### config.mk
export PLATFORM = sky130hd
export DESIGN_NAME = mem_stage_sb_flat
export DESIGN_NICKNAME = d
export VERILOG_FILES = /design/src/rtl/mem_stage_sb_pkg.sv /design/src/rtl/mem_stage_sb_if.sv /design/src/rtl/mem_stage_sb_store_buffer.sv /design/src/rtl/mem_stage_sb.sv /design/src/flat_wrapper.sv
export SDC_FILE = /design/constraint.sdc
export NUM_CORES = 1
export LEC_CHECK = 0
export BUFFER_PORTS_ARGS = -buffer_cell sky130_fd_sc_hd__buf_2
export CAP_MARGIN = 20
export CORE_ASPECT_RATIO = 0.9
export CORE_UTILIZATION = 45
export DETAILED_ROUTE_END_ITERATION = 12
export GPL_TIMING_DRIVEN = 0
export PLACE_DENSITY_LB_ADDON = 0.25
export REMOVE_ABC_BUFFERS = 1
export SLEW_MARGIN = 10
export SYNTH_ARGS = -nofsm -noshare
export SYNTH_HDL_FRONTEND = slang
export SYNTH_SLANG_ARGS = --single-unit
### constraint.sdc
create_clock -name clk -period 4.69 [get_ports clk]
set_clock_uncertainty 0.1 [all_clocks]
set_input_delay 0.469 -clock clk [delete_from_list [all_inputs] [get_ports clk]]
set_output_delay 0.469 -clock clk [all_outputs]
set_load 0.01 [all_outputs]
### src/rtl/mem_stage_sb_pkg.sv
// Shared encodings for the MEM stage with store buffer: decoded ops, access sizes,
// FSM states and small op-classification helpers.
package mem_stage_sb_pkg;

  localparam int unsigned OpLen = 5;

  localparam logic [OpLen-1:0] OpNop  = 5'd0;
  localparam logic [OpLen-1:0] OpLb   = 5'd1;
  localparam logic [OpLen-1:0] OpLh   = 5'd2;
  localparam logic [OpLen-1:0] OpLw   = 5'd3;
  localparam logic [OpLen-1:0] OpLbu  = 5'd4;
  localparam logic [OpLen-1:0] OpLhu  = 5'd5;
  localparam logic [OpLen-1:0] OpSb   = 5'd6;
  localparam logic [OpLen-1:0] OpSh   = 5'd7;
  localparam logic [OpLen-1:0] OpSw   = 5'd8;
  localparam logic [OpLen-1:0] OpAddi = 5'd9;

  localparam logic [31:0] ZeroWord = 32'h0000_0000;

  localparam logic [2:0] NBytes1 = 3'd1;
  localparam logic [2:0] NBytes2 = 3'd2;
  localparam logic [2:0] NBytes4 = 3'd4;

  localparam int unsigned SbDepthDefault = 4;

  typedef enum logic [1:0] {StIdle, StLoadWait, StStoreWait} state_e;

  function automatic logic is_load(logic [OpLen-1:0] op);
    return (op == OpLb) || (op == OpLh) || (op == OpLw) || (op == OpLbu) || (op == OpLhu);
  endfunction

  function automatic logic is_store(logic [OpLen-1:0] op);
    return (op == OpSb) || (op == OpSh) || (op == OpSw);
  endfunction

  function automatic logic [2:0] op_nbytes(logic [OpLen-1:0] op);
    logic [2:0] nb;
    case (op)
      OpLb, OpLbu, OpSb: nb = NBytes1;
      OpLh, OpLhu, OpSh: nb = NBytes2;
      default:           nb = NBytes4;
    endcase
    return nb;
  endfunction

endpackage

### src/rtl/mem_stage_sb_if.sv
// Memory-controller port: one outstanding request, level req held until a done pulse.
interface mem_stage_sb_if #(
  parameter int unsigned AddrW = 32,
  parameter int unsigned DataW = 32
);
  logic             mc_req_o;
  logic             mc_we_o;
  logic [AddrW-1:0] mc_addr_o;
  logic [2:0]       mc_nbytes_o;
  logic [DataW-1:0] mc_wdata_o;
  logic [DataW-1:0] mc_rdata_i;
  logic             mc_done_i;

  modport master (
    output mc_req_o, mc_we_o, mc_addr_o, mc_nbytes_o, mc_wdata_o,
    input  mc_rdata_i, mc_done_i
  );

  modport slave (
    input  mc_req_o, mc_we_o, mc_addr_o, mc_nbytes_o, mc_wdata_o,
    output mc_rdata_i, mc_done_i
  );
endinterface

### src/rtl/mem_stage_sb_store_buffer.sv
// In-order store FIFO with a parallel word-address compare across valid entries.
module mem_stage_sb_store_buffer #(
  parameter int unsigned Depth = 4,
  parameter int unsigned AddrW = 32,
  parameter int unsigned DataW = 32,
  localparam int unsigned PtrW = $clog2(Depth),
  localparam int unsigned CntW = $clog2(Depth + 1)
) (
  input  logic             clk,
  input  logic             rst,
  input  logic             enq,
  input  logic [AddrW-1:0] enq_addr,
  input  logic [2:0]       enq_nbytes,
  input  logic [DataW-1:0] enq_data,
  input  logic             pop,
  input  logic [AddrW-3:0] lookup_word,
  output logic [AddrW-1:0] head_addr,
  output logic [2:0]       head_nbytes,
  output logic [DataW-1:0] head_data,
  output logic [CntW-1:0]  count,
  output logic             empty,
  output logic             full,
  output logic             hit
);

  logic [AddrW-1:0] addr_q   [Depth];
  logic [2:0]       nbytes_q [Depth];
  logic [DataW-1:0] data_q   [Depth];
  logic [Depth-1:0] valid_q;
  logic [PtrW-1:0]  head_q, tail_q;
  logic [CntW-1:0]  count_q;

  // Enqueue and pop never target the same slot: that would need the FIFO both empty and full.
  always_ff @(posedge clk) begin
    if (rst) begin
      head_q  <= '0;
      tail_q  <= '0;
      count_q <= '0;
      valid_q <= '0;
    end else begin
      if (enq) begin
        valid_q[tail_q] <= 1'b1;
        tail_q          <= tail_q + 1'b1;
      end
      if (pop) begin
        valid_q[head_q] <= 1'b0;
        head_q          <= head_q + 1'b1;
      end
      count_q <= count_q + CntW'(enq) - CntW'(pop);
    end
  end

  always_ff @(posedge clk) begin
    if (enq) begin
      addr_q[tail_q]   <= enq_addr;
      nbytes_q[tail_q] <= enq_nbytes;
      data_q[tail_q]   <= enq_data;
    end
  end

  always_comb begin
    hit = 1'b0;
    for (int i = 0; i < int'(Depth); i++) begin
      if (valid_q[i] && (addr_q[i][AddrW-1:2] == lookup_word)) hit = 1'b1;
    end
  end

  assign head_addr   = addr_q[head_q];
  assign head_nbytes = nbytes_q[head_q];
  assign head_data   = data_q[head_q];
  assign count       = count_q;
  assign empty       = (count_q == '0);
  assign full        = (count_q == CntW'(Depth));

endmodule

### src/rtl/mem_stage_sb.sv
// RV32I MEM stage: stores retire into a FIFO that drains when the port is free; loads win the
// port but wait for any buffered store to the same word.
module mem_stage_sb
  import mem_stage_sb_pkg::*;
#(
  parameter int unsigned SB_DEPTH = SbDepthDefault,
  parameter int unsigned ADDR_W   = 32,
  parameter int unsigned DATA_W   = 32
) (
  input  logic                          clk,
  input  logic                          rst,
  input  logic                          rdy,
  input  logic [OpLen-1:0]              op_i,
  input  logic [4:0]                    rd_addr_i,
  input  logic [DATA_W-1:0]             rd_data_i,
  input  logic [ADDR_W-1:0]             mem_addr_i,
  output logic [DATA_W-1:0]             rd_data_o,
  output logic [4:0]                    rd_addr_o,
  output logic                          rd_enable_o,
  output logic                          mem_stall,
  mem_stage_sb_if.master                mc,
  output logic [$clog2(SB_DEPTH+1)-1:0] sb_count_o
);

  state_e              state_q;
  logic                req_q, we_q;
  logic [ADDR_W-1:0]   addr_q;
  logic [2:0]          nbytes_q;
  logic [DATA_W-1:0]   wdata_q;

  logic                sb_enq, sb_pop, sb_empty, sb_full, sb_hit;
  logic [ADDR_W-1:0]   head_addr;
  logic [2:0]          head_nbytes;
  logic [DATA_W-1:0]   head_data, store_data, rdata;
  logic                load_issue, load_done;

  always_comb begin
    unique case (op_nbytes(op_i))
      NBytes1: store_data = rd_data_i & DATA_W'(8'hFF);
      NBytes2: store_data = rd_data_i & DATA_W'(16'hFFFF);
      default: store_data = rd_data_i;
    endcase
  end

  assign sb_enq     = !rst && rdy && is_store(op_i) && !sb_full;
  assign sb_pop     = rdy && (state_q == StStoreWait) && mc.mc_done_i;
  assign load_issue = (state_q == StIdle) && is_load(op_i) && !sb_hit;
  assign load_done  = rdy && (state_q == StLoadWait) && mc.mc_done_i;

  mem_stage_sb_store_buffer #(
    .Depth (SB_DEPTH),
    .AddrW (ADDR_W),
    .DataW (DATA_W)
  ) u_store_buffer (
    .clk         (clk),
    .rst         (rst),
    .enq         (sb_enq),
    .enq_addr    (mem_addr_i),
    .enq_nbytes  (op_nbytes(op_i)),
    .enq_data    (store_data),
    .pop         (sb_pop),
    .lookup_word (mem_addr_i[ADDR_W-1:2]),
    .head_addr   (head_addr),
    .head_nbytes (head_nbytes),
    .head_data   (head_data),
    .count       (sb_count_o),
    .empty       (sb_empty),
    .full        (sb_full),
    .hit         (sb_hit)
  );

  always_ff @(posedge clk) begin
    if (rst) begin
      state_q  <= StIdle;
      req_q    <= 1'b0;
      we_q     <= 1'b0;
      addr_q   <= '0;
      nbytes_q <= '0;
      wdata_q  <= DATA_W'(ZeroWord);
    end else if (rdy) begin
      unique case (state_q)
        StIdle: begin
          if (load_issue) begin
            state_q  <= StLoadWait;
            req_q    <= 1'b1;
            we_q     <= 1'b0;
            addr_q   <= mem_addr_i;
            nbytes_q <= op_nbytes(op_i);
            wdata_q  <= DATA_W'(ZeroWord);
          end else if (!sb_empty) begin
            state_q  <= StStoreWait;
            req_q    <= 1'b1;
            we_q     <= 1'b1;
            addr_q   <= head_addr;
            nbytes_q <= head_nbytes;
            wdata_q  <= head_data;
          end
        end
        StLoadWait, StStoreWait: begin
          if (mc.mc_done_i) begin
            state_q  <= StIdle;
            req_q    <= 1'b0;
            we_q     <= 1'b0;
            addr_q   <= '0;
            nbytes_q <= '0;
            wdata_q  <= DATA_W'(ZeroWord);
          end
        end
        default: state_q <= StIdle;
      endcase
    end
  end

  assign mc.mc_req_o    = req_q;
  assign mc.mc_we_o     = we_q;
  assign mc.mc_addr_o   = addr_q;
  assign mc.mc_nbytes_o = nbytes_q;
  assign mc.mc_wdata_o  = wdata_q;
  assign rdata          = mc.mc_rdata_i;

  always_comb begin
    rd_data_o   = '0;
    rd_addr_o   = '0;
    rd_enable_o = 1'b0;
    mem_stall   = 1'b0;
    if (!rst) begin
      if (is_store(op_i)) begin
        mem_stall = sb_full;
      end else if (is_load(op_i)) begin
        if (load_done) begin
          rd_enable_o = 1'b1;
          rd_addr_o   = rd_addr_i;
          case (op_i)
            OpLb:    rd_data_o = {{(DATA_W-8){rdata[7]}}, rdata[7:0]};
            OpLh:    rd_data_o = {{(DATA_W-16){rdata[15]}}, rdata[15:0]};
            OpLbu:   rd_data_o = {{(DATA_W-8){1'b0}}, rdata[7:0]};
            OpLhu:   rd_data_o = {{(DATA_W-16){1'b0}}, rdata[15:0]};
            default: rd_data_o = rdata;
          endcase
        end else begin
          mem_stall = 1'b1;
        end
      end else if (op_i >= OpAddi) begin
        rd_enable_o = 1'b1;
        rd_addr_o   = rd_addr_i;
        rd_data_o   = rd_data_i;
      end
    end
  end

endmodule

### src/flat_wrapper.sv
// flat-port wrapper written by rule: the top's interface ports become plain ports
module mem_stage_sb_flat import mem_stage_sb_pkg::*;
#(
  parameter int unsigned SB_DEPTH = SbDepthDefault,
  parameter int unsigned ADDR_W   = 32,
  parameter int unsigned DATA_W   = 32
)
  (clk, rst, rdy, op_i, rd_addr_i, rd_data_i, mem_addr_i, rd_data_o, rd_addr_o, rd_enable_o, mem_stall, sb_count_o, mc_mc_req_o, mc_mc_we_o, mc_mc_addr_o, mc_mc_nbytes_o, mc_mc_wdata_o, mc_mc_rdata_i, mc_mc_done_i);
  mem_stage_sb_if #(.AddrW(32), .DataW(32)) mc_i ();
  input  logic clk;
  input  logic rst;
  input  logic rdy;
  input  logic [OpLen-1:0] op_i;
  input  logic [4:0] rd_addr_i;
  input  logic [DATA_W-1:0] rd_data_i;
  input  logic [ADDR_W-1:0] mem_addr_i;
  output logic [DATA_W-1:0] rd_data_o;
  output logic [4:0] rd_addr_o;
  output logic rd_enable_o;
  output logic mem_stall;
  output logic [$clog2(SB_DEPTH+1)-1:0] sb_count_o;
  output wire logic [$bits(mc_i.mc_req_o)-1:0] mc_mc_req_o;
  output wire logic [$bits(mc_i.mc_we_o)-1:0] mc_mc_we_o;
  output wire logic [$bits(mc_i.mc_addr_o)-1:0] mc_mc_addr_o;
  output wire logic [$bits(mc_i.mc_nbytes_o)-1:0] mc_mc_nbytes_o;
  output wire logic [$bits(mc_i.mc_wdata_o)-1:0] mc_mc_wdata_o;
  input wire logic [$bits(mc_i.mc_rdata_i)-1:0] mc_mc_rdata_i;
  input wire logic [$bits(mc_i.mc_done_i)-1:0] mc_mc_done_i;
  assign mc_mc_req_o = mc_i.mc_req_o;
  assign mc_mc_we_o = mc_i.mc_we_o;
  assign mc_mc_addr_o = mc_i.mc_addr_o;
  assign mc_mc_nbytes_o = mc_i.mc_nbytes_o;
  assign mc_mc_wdata_o = mc_i.mc_wdata_o;
  assign mc_i.mc_rdata_i = mc_mc_rdata_i;
  assign mc_i.mc_done_i = mc_mc_done_i;
  mem_stage_sb #(.SB_DEPTH(SB_DEPTH), .ADDR_W(ADDR_W), .DATA_W(DATA_W)) u_core (.clk(clk), .rst(rst), .rdy(rdy), .op_i(op_i), .rd_addr_i(rd_addr_i), .rd_data_i(rd_data_i), .mem_addr_i(mem_addr_i), .rd_data_o(rd_data_o), .rd_addr_o(rd_addr_o), .rd_enable_o(rd_enable_o), .mem_stall(mem_stall), .mc(mc_i), .sb_count_o(sb_count_o));
endmodule
# After elaboration in Yosys (flattened, before gate mapping)
# Memory sizes are Yosys's and may differ from the RTL's. A register that Yosys moved wholly into a read port is not among the register bits.
# Cells that the tools add are included.
# word_totals
ff_bits	82
latchBits	0
ramBits	268
mem_bits_ro	0
input_bits	110
out_inout_bits	111
elab_cells	138
memories	3
# classes
n_addsub	4
n_mul	0
n_div	0
order_cmp	5
n_eq_ne	19
n_shift	0
n_mux	62
bitwise_logic	3
reduce_logical	32
# mem_list
name	depth	width	read_ports	rd_clocked_by_memory_dff	wr	line	text
u_core.u_store_buffer.addr_q	4	32	5	1	1	mem_stage_sb_store_buffer.sv:26	logic [AddrW-1:0] addr_q [Depth];
u_core.u_store_buffer.data_q	4	32	1	1	1	mem_stage_sb_store_buffer.sv:28	logic [DataW-1:0] data_q [Depth];
u_core.u_store_buffer.nbytes_q	4	3	1	1	1	mem_stage_sb_store_buffer.sv:27	logic [2:0] nbytes_q [Depth];
# ops
operator	n
$mux 32	10
$pmux 32 s2	3
$pmux 32 s4	1
$eq 30x30->1	4
$mux 5	5
$mux 1	21
$eq 5x3->1 const B	4
$mux 2	9
$logic_and 1x1->1	15
$mux 4	3
$pmux 3 s2	2
$eq 5x2->1 const B	2
$mux 3	3
$logic_or 1x1->1	6
$lt 2x3->1 const B	2
$reduce_or 3->1	2
$eq 5x1->1 const B	1
$eq 5x4->1 const B	1
$ge 5x4->1 const B	1
$add 2x1->2 const B	2
$and 4x4->4	1
$demux 1 s2	2
$ge 2x1->1 const B	2
$not 4->4	1
19 further kinds	22

# Longest topological paths before layout
# Gate-level depths: netlist of the first run.
# depth
ltp_word	10
depth_mapped	13
depth_no_buf	12

# By module
# Synthesis of the first run repeated with hierarchy kept, for this count alone.
# unflattened
cells_unflattened	1073
area_unflattened_um2	15633.7
# modules_own_cells
mod	instances	cells_each	area_each_um2	seq_area_each_um2
mem_stage_sb_store_buffer	1	591	11695.0	8308.0
mem_stage_sb	1	482	3938.8	1421.4

# Least setup slack after synthesis of the first run
# OpenSTA, ideal clock, no wires.
# synth_path
path_kind	input-to-reg
start	input port op_i[0]
end	memory u_core.u_store_buffer.addr_q[0][0] (enable)
setup_ns	0.433
t_arrival_ns	3.573
t_required_ns	4.157
setup_slack_ns	0.583
path_stages	6
n_path_buf	1
cell_sequence	clkbuf_1 or4b_2 a21oi_1 and3_1 nor2b_1 and2_1
# synth_between
elab_chain_len	7
elab_cells_between_ends	9
cone_classes	3 x eq/ne; 2 x mux; 4 x reduce/logical
# synth_rtl
element	line	text
start, declared	flat_wrapper.sv:13	input logic [OpLen-1:0] op_i;
$eq 5x3->1	mem_stage_sb_pkg.sv:33	return (op == OpSb) || (op == OpSh) || (op == OpSw);
$logic_or 1x1->1	mem_stage_sb_pkg.sv:33	
$logic_or 1x1->1 (*)	mem_stage_sb_pkg.sv:33	
$logic_and 1x1->1 (*) (2 in series)	mem_stage_sb.sv:45	assign sb_enq = !rst && rdy && is_store(op_i) && !sb_full;
$mux 1 (*)	mem_stage_sb_store_buffer.sv:54	if (enq) begin
$mux 1 (not written as such) (*)	mem_stage_sb_store_buffer.sv:55	addr_q[tail_q] <= enq_addr;
end, declared	mem_stage_sb_store_buffer.sv:26	
# Every way passes the cells marked *; elsewhere a longest branch is shown, timed or not.

==> results of run 1 <==
-- worst paths after layout --
check / end / start / slack (ns)
setup reg to reg: u_core.mc.mc_wdata_o[19] / u_core.u_store_buffer.addr_q[0][31] / 0.69
setup / recovery: u_core.mc.mc_wdata_o[19] / u_core.u_store_buffer.addr_q[0][31] / 0.69
hold / removal: u_core.u_store_buffer.data_q[0][6] / rd_data_i[6] / 0.08
hold reg to reg: u_core.mc.mc_addr_o[0] / u_core.mc.mc_addr_o[0] / 0.35
-- routing by layer --
layer	wire length, um	track usage (%)
met4	454	4.43
met3	2080	3.51
met5	14	0
met2	17500	33.1
met1	17600	32.2
-- synthesized netlist by cell type (2+ instances only) --
cell       number
nor2_1         29
o21ai_0        21
mux4_2         67
and3_1          3
nand4b_1        2
nor4_1         12
nand2_1        51
nand3_1         6
and2_1         60
dfxtp_1        84
clkbuf_1       53
inv_1          47
a22o_1          2
xor2_1         24
edfxtp_1      268
a21oi_1        32
buf_6           6
o2bb2ai_1      55
a211oi_1       12
buf_2          18
nand2b_1        3
buf_1           4
nand4_1        26
nor2b_1        12
a22oi_1         2
ha_1           16
mux2i_1        34
a31oi_1         2
xnor2_1       101
and4_1          2
nor3_1          4
o2bb2ai_2      12
-- cell families (layout without fill, tap and decap cells) --
family | after synthesis | in the layout | synth area share, %
DFF | 352 | 352 | 61.7
and+or+nand+nor | 216 | 216 | 7.37
AOI/OAI and AO/OA | 145 | 145 | 7.27
buffers and inverters | 129 | 354 | 3.52
xor gates and xnor gates | 125 | 125 | 6.94
muxes | 102 | 102 | 11.8
adders and majority gates | 17 | 17 | 1.40
other | 0 | 2 | 0
-- cell type report --
class                           instances  area [um2]  share of cell area, %
Timing Repair Buffer                  235        1430                   7.64
Multi-Input combinational cell        605        5520                   29.5
Tap cell                              462         578                   3.09
Clock buffer                           58        1150                   6.14
Clock inverter                         14         119                  0.635
Sequential cell                       352        9740                   52.0
Inverter                               47         176                  0.943
Antenna cell                            2        5.00                 0.0267
-- metrics by stage --
| stage | cells | setup TNS (ns) |
|---|---|---|
| 2_1_floorplan | 1004 | 0 |
| 3_3_place_gp | 1686 | -328.65 |
| 3_5_place_dp | 1700 | 0 |
| 4_1_cts | 1772 | 0 |
| 5_1_grt | 1773 | 0 |
| 6_report | 1775 | 0 |
-- sequential cells by signal, summed over array words and instances, names as in the netlist, named ones only --
register,count
u_core.u_store_buffer.addr_q,128
u_core.u_store_buffer.data_q,128
u_core.mc.mc_addr_o,32
u_core.mc.mc_wdata_o,32
u_core.u_store_buffer.nbytes_q,12
u_core.u_store_buffer.valid_q,4
u_core.mc.mc_nbytes_o,3
u_core.u_store_buffer.count,3
u_core.state_q,2
u_core.u_store_buffer.head_q,2
u_core.u_store_buffer.tail_q,2
u_core.mc.mc_req_o,1
u_core.mc.mc_we_o,1
-- power by group through the flow --
| stage | Sequential [mW] | Combinational [mW] | Clock, mW |
|---|---|---|---|
| after floorplan | 3.52 | 0.278 | 0 |
| final | 3.43 | 0.586 | 2.99 |
| after global placement | 3.50 | 0.551 | 0 |
| after global routing | 3.43 | 0.640 | 3.17 |
| after detailed placement | 3.50 | 0.587 | 0 |
| after CTS | 3.43 | 0.591 | 3.06 |
==> impl_metrics.tcl, run 1 <==
set metrics [dict create \
    setup_viol 0 \
    hold_buffers 0 \
    syn_area_mm2 0.0158 \
    slew_headroom_pct 36.3 \
    drt_iter0_drc 684 \
    critPathKind "reg2reg" \
    ir_worst_vdd_v 0.000207 \
    drive_gt1_share_pct 30.0 \
    rows 64 \
    insertion_delay_ns 0.54 \
    clockPowerShare_pct 42.7 \
    root_buffer "clkbuf_16" \
    powerDensity_mw_per_mm2 374 \
    ys_top_cells_by_area "edfxtp_1 51%, dfxtp_1 11%, mux4_2 9.6%, xnor2_1 5.6%, o2bb2ai_1 3.1%" \
    crit_chain "xor2_1 -> nor4_1 -> nand2_1 -> o311a_1 -> nand3_4 -> nand4_1 -> buf_8 -> o2bb2ai_1" \
    ys_types 48 \
    cp.depth 8 \
    placed_area_mm2 0.0174 \
    syn_inst 1086 \
    cts_resized 0 \
    grt_max_degree 49 \
    grt-ovfl-total 0 \
    via_count 9569 \
    worst_slack_ns 0.694 \
    gp_congestion 0.802 \
    wirelength_um 37600 \
    finalPower_mw 7.00 \
    nFillCells 2877 \
    start_kind "flip-flop" \
    avgSynthCellArea_um2 14.5 \
    synth-seq-cells 352 \
    synthArstFlopShare_pct 0 \
    numCtsBuffers 39 \
    grt_use_total_pct 21.5 \
    p_int_mw 5.40 \
    via_per_inst 5.39 \
    synth_edf_count 268 \
    cap_violations 0 \
    die_area_mm2 0.0358 \
    start_util_pct 46.0 \
    power_switching_mw 1.60 \
    final_nets 1407 \
    min_period_ns 4.00 \
    cts_tree "done" \
    holdWs_ns 0.0780 \
    comb_power_share_pct 8.4 \
    port_buffers 220 \
    postLayoutCoreUtil_pct 54.6 \
    worst_slew_pin_slew_ns 0.956 \
    cp_max_fo 39 \
    yosysTopAreaCell "edfxtp_1" \
    whs_path_depth 1 \
    netSwitchingFraction_pct 22.9 \
    grt_pass1_vias 9578 \
    grt_pass1_wl_um 58300 \
    layout_commonest_cell "edfxtp_1" \
    dpl.hpwl_um 24300 \
    ioPinCount 221 \
    r2r_cells 8 \
    ant_nets 0 \
    path_buf_inv 1 \
    syn2layout_area_growth_pct 18.7 \
    antenna_found_initial 3 \
    die_h_um 180 \
    clk_pin_slew_ns 0.06 \
    rsz0062_at_grt "no" \
    synth_warnings 0 \
    critPathMaxStageDelay_ns 0.75 \
    required_ns 5.04 \
    leakagePower_nw 6.83 \
    pre_cts_slack_ns 0.499 \
    critPathTopFamily "simple AND/OR/NAND/NOR gates" \
    cts.sinks 352 \
    critical_path_arrival_ns 4.35 \
    htreeDepth 2 \
    ys_seq_area_share_pct 61.7 \
    clock_path_buffers 3 \
    core_mm2 0.0343 \
    postCtsSetupRepairBufs 0 \
    die_x_um 199 \
    p_seq_share_pct 49.0 \
    drc 0 \
    detail_route.first_pass.iterations 5 \
    synth_ff_type "edfxtp_1" \
    fmax_ghz 0.250 \
    end_kind "flip-flop" \
    finalHoldViolCount 0 \
    crit_path_top_delay_cell "nor4_1" \
    outcome "complete, no violations" \
    yosysTopAreaCellShare_pct 51.0 \
    min_period_over_period_pct 85.2 \
    wl_per_cell_um 21.2 \
    slew_violations 0 \
    most-common-layout-cells "268 x edfxtp_1, 220 x buf_2, 101 x xnor2_1" \
    finish.instance_area_mm2 0.0187 \
    min_path_type "in2reg" \
]
No activity file was read; power rests on OpenSTA's default activity.
==> run 2: changes to the inputs <==
--- a/config.mk
+++ b/config.mk
@@ -8,7 +8,7 @@
 export BUFFER_PORTS_ARGS = -buffer_cell sky130_fd_sc_hd__buf_2
 export CAP_MARGIN = 20
 export CORE_ASPECT_RATIO = 0.9
-export CORE_UTILIZATION = 45
+export CORE_UTILIZATION = 50
 export DETAILED_ROUTE_END_ITERATION = 12
 export GPL_TIMING_DRIVEN = 0
 export PLACE_DENSITY_LB_ADDON = 0.25
==> impl_metrics.tcl, run 2 (synthesis results as in run 1) <==
set metrics [dict create \
    syn2layout_area_growth_pct 18.1 \
    worst_slew_pin_slew_ns 0.905 \
    insertion_delay_ns 0.51 \
    wl_per_cell_um 21.3 \
    postLayoutCoreUtil_pct 60.1 \
    min_period_over_period_pct 87.0 \
    ir_worst_vdd_v 0.000368 \
    most-common-layout-cells "268 x edfxtp_1, 220 x buf_2, 101 x xnor2_1" \
    min_from "mem_addr_i[1]" \
    rsz0062_at_grt "no" \
    nFillCells 2443 \
    reg2reg_from "u_core.u_store_buffer.addr_q[0][31]" \
    leakagePower_nw 6.81 \
    comb_power_share_pct 8.2 \
    clockPowerShare_pct 43.1 \
    critPathTopFamily "simple AND/OR/NAND/NOR gates" \
    critPathMaxStageDelay_ns 0.84 \
    grt_pass1_vias 9419 \
    finalHoldViolCount 0 \
    ant_nets 0 \
    grt_use_total_pct 22.8 \
    path_buf_inv 1 \
    clk_pin_slew_ns 0.06 \
    cts_resized 0 \
    die_x_um 189 \
    via_per_inst 5.62 \
    finalPower_mw 7.04 \
    min_path_type "in2reg" \
    crit_start "u_core.u_store_buffer.addr_q[0][31]" \
    required_ns 5.03 \
    setup_viol 0 \
    htreeDepth 2 \
    gp_congestion 0.799 \
    critPathKind "reg2reg" \
    grt_max_degree 43 \
    cp_max_fo 39 \
    power_switching_mw 1.57 \
    outcome "complete, no violations" \
    die_h_um 170 \
    detail_route.first_pass.iterations 5 \
    drt_iter0_drc 742 \
    rows 61 \
    postCtsSetupRepairBufs 0 \
    netSwitchingFraction_pct 22.3 \
    grt-ovfl-total 0 \
    drc 0 \
    root_buffer "clkbuf_16" \
    final.setup.tns_ns 0 \
    crit_chain "xor2_1 -> nor4_1 -> nand2_1 -> o311a_1 -> nand3_4 -> nand4_1 -> buf_6 -> o2bb2ai_1" \
    grt_pass1_wl_um 55400 \
    ioPinCount 221 \
    die_area_mm2 0.0323 \
    end_kind "flip-flop" \
    via_count 9666 \
    numCtsBuffers 39 \
    antenna_found_initial 3 \
    dpl.hpwl_um 23600 \
    port_buffers 220 \
    slew_headroom_pct 39.5 \
    critical_path_arrival_ns 4.42 \
    p_int_mw 5.47 \
    clock_path_buffers 3 \
    p_seq_share_pct 48.7 \
    drive_gt1_share_pct 29.6 \
    final_nets 1406 \
    cts_tree "done" \
    fmax_ghz 0.245 \
    top_regs "u_core.u_store_buffer.addr_q x128, u_core.u_store_buffer.data_q x128" \
    start_util_pct 50.9 \
    powerDensity_mw_per_mm2 378 \
    cap_violations 0 \
    start_kind "flip-flop" \
    layout_commonest_cell "edfxtp_1" \
    slew_violations 0 \
    hold_buffers 0 \
    crit_path_top_delay_cell "nand4_1" \
    core_mm2 0.0310 \
    cts.sinks 352 \
    min_period_ns 4.08 \
    wirelength_um 36600 \
]
-- run 2: changes by cell type in the layout (fill, tap and decap cells not counted) --
| cell | previous run | this run |
|---|---|---|
| inv_6 | 1 | 0 |
| clkbuf_1 | 10 | 11 |
| clkbuf_8 | 8 | 1 |
| clkinv_8 | 1 | 0 |
| bufinv_16 | 1 | 4 |
| buf_12 | 3 | 4 |
| clkinvlp_4 | 1 | 2 |
| buf_16 | 8 | 6 |
| clkinv_1 | 1 | 4 |
| clkinv_4 | 2 | 1 |
| clkbuf_16 | 40 | 41 |
-- run 2: worst paths after layout --
check	to	slack (ns)	cells past startpoint
max	u_core.mc.mc_wdata_o[19]	0.61	8
min	u_core.u_store_buffer.addr_q[0][1]	0.09	1
max reg2reg	u_core.mc.mc_wdata_o[19]	0.61	8
min reg2reg	u_core.mc.mc_wdata_o[21]	0.35	1
-- run 2: area by class of cell --
cell class,count,area (um2),share of cell area (%)
multi-input cells,605,5520,29.6
clock buffers,53,1080,5.81
diodes,2,5.00,0.0269
clock inverters,18,194,1.04
flip-flops and latches,352,9740,52.3
well taps,409,512,2.75
inverters,47,176,0.948
repair buffers,234,1400,7.49
-- run 2: power groups by stage --
stage | Combinational [mW] | Sequential, mW | Clock, mW
6_report | 0.575 | 3.43 | 3.03
3_5_place_dp | 0.575 | 3.50 | 0
2_1_floorplan | 0.278 | 3.52 | 0
5_1_grt | 0.629 | 3.43 | 3.21
3_3_place_gp | 0.546 | 3.50 | 0
4_1_cts | 0.578 | 3.43 | 3.08
-- run 2: metrics by stage --
step	cell area, um2	setup slack [ns]	hold slack, ns	std cells
5_1_grt	18600	0.408	0.0784	1719
3_3_place_gp	17000	-1.13	0.339	1633
3_5_place_dp	17300	0.397	0.341	1646
2_1_floorplan	15400	0.576	0.373	1004
6_report	18600	0.611	0.0921	1720
4_1_cts	18600	0.623	0.0700	1717
-- run 2: routing by layer --
metal	routed length (um)	global-route usage (%)	vias to the layer above
met5	13	0	-
met4	818	6.24	2
met3	1900	3.92	67
met2	17100	35.3	271
met1	16800	33.2	4878
li1	-	-	4448
